`src/rtl/reg_file_sb.sv`:
```
// Integer register file with optional write-to-read bypass, hardwired zero
// register and a per-register pending-write scoreboard for the issue stage.
module reg_file_sb #(
    parameter int DATA_W   = 32,
    parameter int ADDR_W   = 5,
    parameter int NUM_RD   = 2,
    parameter int BYPASS   = 1,
    parameter int ZERO_REG = 1
) (
    input  logic                     clk,
    input  logic                     rst,
    input  logic [NUM_RD*ADDR_W-1:0] rd_addr,
    output logic [NUM_RD*DATA_W-1:0] rd_data,
    output logic [NUM_RD-1:0]        rd_busy,
    input  logic                     wr_en,
    input  logic [ADDR_W-1:0]        wr_addr,
    input  logic [DATA_W-1:0]        wr_data,
    input  logic                     rsv_en,
    input  logic [ADDR_W-1:0]        rsv_addr,
    output logic                     rsv_ok,
    output logic [ADDR_W:0]          busy_cnt
);
    localparam int DEPTH = 1 << ADDR_W;

    logic [DATA_W-1:0] regs [DEPTH];
    logic [DEPTH-1:0]  busy;

    logic            wr_live;
    logic            rsv_zero;
    logic            rsv_match;
    logic            rsv_take;
    logic [ADDR_W:0] cnt_inc;
    logic [ADDR_W:0] cnt_dec;

    // A write to the hardwired zero register behaves as if it never happened.
    assign wr_live   = wr_en && !(ZERO_REG != 0 && wr_addr == '0);
    assign rsv_zero  = (ZERO_REG != 0) && (rsv_addr == '0);
    assign rsv_match = wr_live && (wr_addr == rsv_addr);

    assign rsv_ok   = rsv_en && (rsv_zero || !busy[rsv_addr] || rsv_match);
    assign rsv_take = rsv_ok && !rsv_zero;

    // The count tracks set busy bits: a same-register reserve+write leaves the
    // bit set, and a reserve of A alongside a clearing write of B cancels out.
    assign cnt_inc = (ADDR_W+1)'(rsv_take && !busy[rsv_addr]);
    assign cnt_dec = (ADDR_W+1)'(wr_live && busy[wr_addr] &&
                                 !(rsv_take && rsv_addr == wr_addr));

    // NOTE: the data array is reset too, because architectural registers must
    // read 0 after reset; this prevents mapping it onto a reset-less RAM macro.
    always_ff @(posedge clk or negedge rst) begin
        if (!rst) begin
            for (int i = 0; i < DEPTH; i++) regs[i] <= '0;
            busy     <= '0;
            busy_cnt <= '0;
        end else begin
            // NOTE: non-blocking order matters here: a same-cycle reservation
            // is written after the writeback clear, so the set wins.
            if (wr_live) begin
                regs[wr_addr] <= wr_data;
                busy[wr_addr] <= 1'b0;
            end
            if (rsv_take) busy[rsv_addr] <= 1'b1;
            busy_cnt <= busy_cnt + cnt_inc - cnt_dec;
        end
    end

    for (genvar k = 0; k < NUM_RD; k++) begin : g_rd
        logic [ADDR_W-1:0] addr;
        logic              is_zero;
        logic              is_fwd;

        assign addr    = rd_addr[k*ADDR_W +: ADDR_W];
        assign is_zero = (ZERO_REG != 0) && (addr == '0);
        assign is_fwd  = (BYPASS != 0) && wr_live && (wr_addr == addr);

        // NOTE: plain continuous assigns give every output a value on every
        // path, so no latch can be inferred for the read mux.
        assign rd_data[k*DATA_W +: DATA_W] = is_zero ? '0 :
                                             is_fwd  ? wr_data : regs[addr];
        assign rd_busy[k] = !is_zero && !is_fwd && busy[addr];
    end

endmodule

```
`config.mk`:
```
export PLATFORM = sky130hd
export DESIGN_NAME = reg_file_sb
export DESIGN_NICKNAME = d
export VERILOG_FILES = /design/src/rtl/reg_file_sb.sv
export SDC_FILE = /design/constraint.sdc
export NUM_CORES = 2
export LEC_CHECK = 0
export CORE_MARGIN = 3
export CORE_UTILIZATION = 63
export CTS_BUF_LIST = sky130_fd_sc_hd__clkbuf_16
export DETAILED_ROUTE_END_ITERATION = 8
export GPL_TIMING_DRIVEN = 1
export PLACE_DENSITY = 0.84
export SLEW_MARGIN = 30
export SYNTH_ARGS = -nofsm -noshare
export SYNTH_HDL_FRONTEND = slang
export SYNTH_SLANG_ARGS = --single-unit
```
`constraint.sdc`:
```
create_clock -name clk -period 4.1 [get_ports clk]
set_clock_uncertainty 0.2 [all_clocks]
set_input_delay 0.82 -clock clk [delete_from_list [all_inputs] [get_ports clk]]
set_output_delay 0.82 -clock clk [all_outputs]
set_load 0.02 [all_outputs]
```
==> results_dict.tcl <==
set metrics [dict create \
    outcome "complete, but fails checks" \
    violations "setup timing" \
    cp-end-kind "output port" \
    final_cell_mix "dfrtp_1 (1062), mux2_2 (985), buf_4 (433)" \
    finalNetCount 4524 \
    dieWidth_um 310 \
    dieArea_um2 96100 \
    mostFrequentLayoutCell "dfrtp_1" \
    drt_pass1_iterations 7 \
    htreeDepth 3 \
    drt-total-wl_um 214000 \
    min_path_type "flip-flop to flip-flop" \
    critical_path_buf_inv_count 5 \
    wl_per_cell_um 37.3 \
    p_per_area_nw_per_um2 475 \
    layout_setup_ws_ps -44.8 \
    drive_gt1_frac 0.502 \
    cp_cell_sequence "buf_8 -> buf_12 -> nor2b_4 -> buf_12 -> buf_4 -> a221oi_1 -> o21ai_0 -> a21oi_1 -> a211o_1 -> dlygate4sd2_1" \
    clockBufferDepth 3 \
    hold_viol_final 0 \
    via_per_inst 7.86 \
    cts.sinks 1062 \
    yosys.area.top_type "dfrtp_1" \
    grt_pass1_vias 46400 \
    grt_max_degree 89 \
    synth_edf_count 0 \
    finalCritPeriodShare 1.01 \
    critPathMostFrequentCell "buf_12" \
    ant_nets 0 \
    critPathMaxStageDelay_ps 510 \
    dr_total_vias 45100 \
    ios 129 \
    place_area_um2 64500 \
    required_ps 3080 \
    tightest_slew_ps 978 \
    tns_ps -114 \
    clock-root-buffer "clkbuf_16" \
    synth_seq_area_share 0.456 \
    grt_pass1_wl_um 308000 \
    drc_errors 0 \
    final_area_um2 68600 \
    cts_tree "built" \
    synthTopCellsByArea "dfrtp_1 (46%), mux2_2 (19%), mux4_2 (15%)" \
    antenna_found_initial 11 \
    track_usage 0.439 \
    synth_fp_nets 4197 \
    crit_path_max_fanout 7 \
    critPathSlowestCell "a221oi_1" \
    syn-cell-area_um2 58200 \
    clkTransAtPathRegs_ps 60 \
    dpl_worst_slack_ps -694 \
    async_flop_share 1.00 \
    synth_seq_cells 1062 \
    fp-row-count 110 \
    clk_latency_ps 690 \
    synth_cell_type_count 70 \
    finalCriticalPeriod_ps 4140 \
    arrival_ps 3120 \
    cts_made_buffers 108 \
    drt_iter0_drc 7052 \
    p_leak_nw 30.4 \
    finalSetupViolCount 7 \
    peakVddDrop_mv 0.360 \
    coreArea_um2 90800 \
    syn_avg_cell_area_um2 14.1 \
    initial_core_util 0.641 \
    final_core_util 0.756 \
    hpwl_um 132000 \
    synth_cells 4134 \
    slew_violations 0 \
    overflow 0 \
    port_buffers 128 \
    crit_family "compound AO/OA/AOI/OAI gates" \
    die_y_um 310 \
    areaGrowthSynthToFinish_pct 17.9 \
    critPathKind "input pin to output port" \
    relSlewSlack 0.344 \
    synth_top_area_share 0.456 \
    place_congestion 0.943 \
    yosys_warnings 0 \
    rsz0062_at_grt "true" \
    ys_dominant_reg_cell "dfrtp_1" \
    cp-start-kind "input pin" \
    maxCapViolCount 0 \
    clock.fmax_ghz 0.241 \
]
==> Yosys cell counts (9+ instances only) <==
cell type,n
xnor2_1,18
a32o_1,31
dfrtp_1,1062
mux2i_1,357
buf_4,37
o21ai_0,76
a211oi_1,19
nor3_1,33
a221oi_1,113
buf_2,142
buf_6,21
inv_1,30
a211o_1,52
nand2b_1,9
nor2_1,28
nand2_1,58
a21oi_1,93
a221o_1,26
a22oi_1,113
clkbuf_1,248
o21a_1,12
nor2_2,9
mux2_2,985
o31a_1,10
nand4_1,9
nand3_1,29
buf_1,19
mux4_2,388
==> layer usage <==
metal / GRT usage / vias to the layer above / wire (um)
li1: - / 16700 / -
met1: 0.537 / 22700 / 69300
met2: 0.625 / 4287 / 91500
met3: 0.166 / 1448 / 31900
met4: 0.356 / 4 / 21300
met5: 0 / - / 14
==> final timing paths <==
path | start | depth (start not counted) | slack (ps) | endpoint
worst max-delay path | rd_addr[6] | 10 | -40 | rd_data[54]
worst min-delay path | regs[1012] | 0 | 200 | regs[1012]
worst max register to register | busy[27] | 12 | 640 | busy_cnt[4]
worst min register to register | regs[1012] | 0 | 200 | regs[1012]
max in group asynchronous | rst | 4 | 2030 | regs[650]
min in group asynchronous | rst | 2 | 420 | regs[128]
==> report_power, final <==
group | switching, mW | total (mW) | internal, mW | leakage (nW)
combinational | 3.69 | 8.09 | 4.41 | 15.0
sequential | 1.85 | 14.4 | 12.5 | 13.6
clock | 4.43 | 10.1 | 5.71 | 1.82
total | 9.97 | 32.6 | 22.6 | 30.4
==> repair_timing <==
| action | in CTS | in global routing |
|---|---|---|
| hold buffers | 0 | 1 |
| setup buffers | 19 | 3 |
| gates resized for setup | 173 | 113 |
| pin swaps | 11 | 21 |
| cloned | 0 | 3 |
| endpoints found under the setup margin | 67 | 61 |
| hold endpoints to repair | 0 | 11 |
==> logic make-up (layout without fill, tap and decap cells) <==
logic type                 after synthesis  in the layout  share of synthesized area
AOI/OAI and AO/OA                      577            577                     0.0737
xor gates and xnor gates                20             20                    0.00301
adders and majority gates                7              7                    0.00163
buffers and inverters                  506            926                     0.0416
DFF                                   1062           1062                      0.456
muxes                                 1738           1738                      0.404
other                                    0             10                          0
and+or+nand+nor                        224            224                     0.0201
==> through the flow <==
step / total power, mW / hold slack [ps] / cells
floorplan: 19.0 / 241 / 4134
global placement: 21.5 / 179 / 5502
detailed placement: 22.0 / 184 / 5502
CTS: 32.1 / 59.2 / 5723
global route: 33.5 / 203 / 5731
finish: 32.6 / 199 / 5740
==> sequential cells by signal, summed over array words and instances (netlist names) <==
signal,count
regs,1024
busy,32
busy_cnt,6
==> worst register-to-register path, stage by stage (launching register included) <==
cell,delay (ps)
dfrtp_1,460
mux4_2,500
mux4_2,470
mux2i_1,180
a311oi_1,100
ha_1,310
inv_1,40
ha_1,210
fa_1,440
a21oi_1,170
nor2_1,60
nor2_1,110
xnor2_1,120
==> cell type report <==
cell class,count,area (um^2)
Fill cell,4963,22200
Inverter,33,124
Antenna cell,10,25.0
Sequential cell,1062,26600
Clock buffer,111,2780
Tap cell,1176,1470
Multi-Input combinational cell,2566,29900
Clock inverter,92,768
Timing Repair Buffer,690,6990
Note: power is estimated with default switching activity, not from simulation.
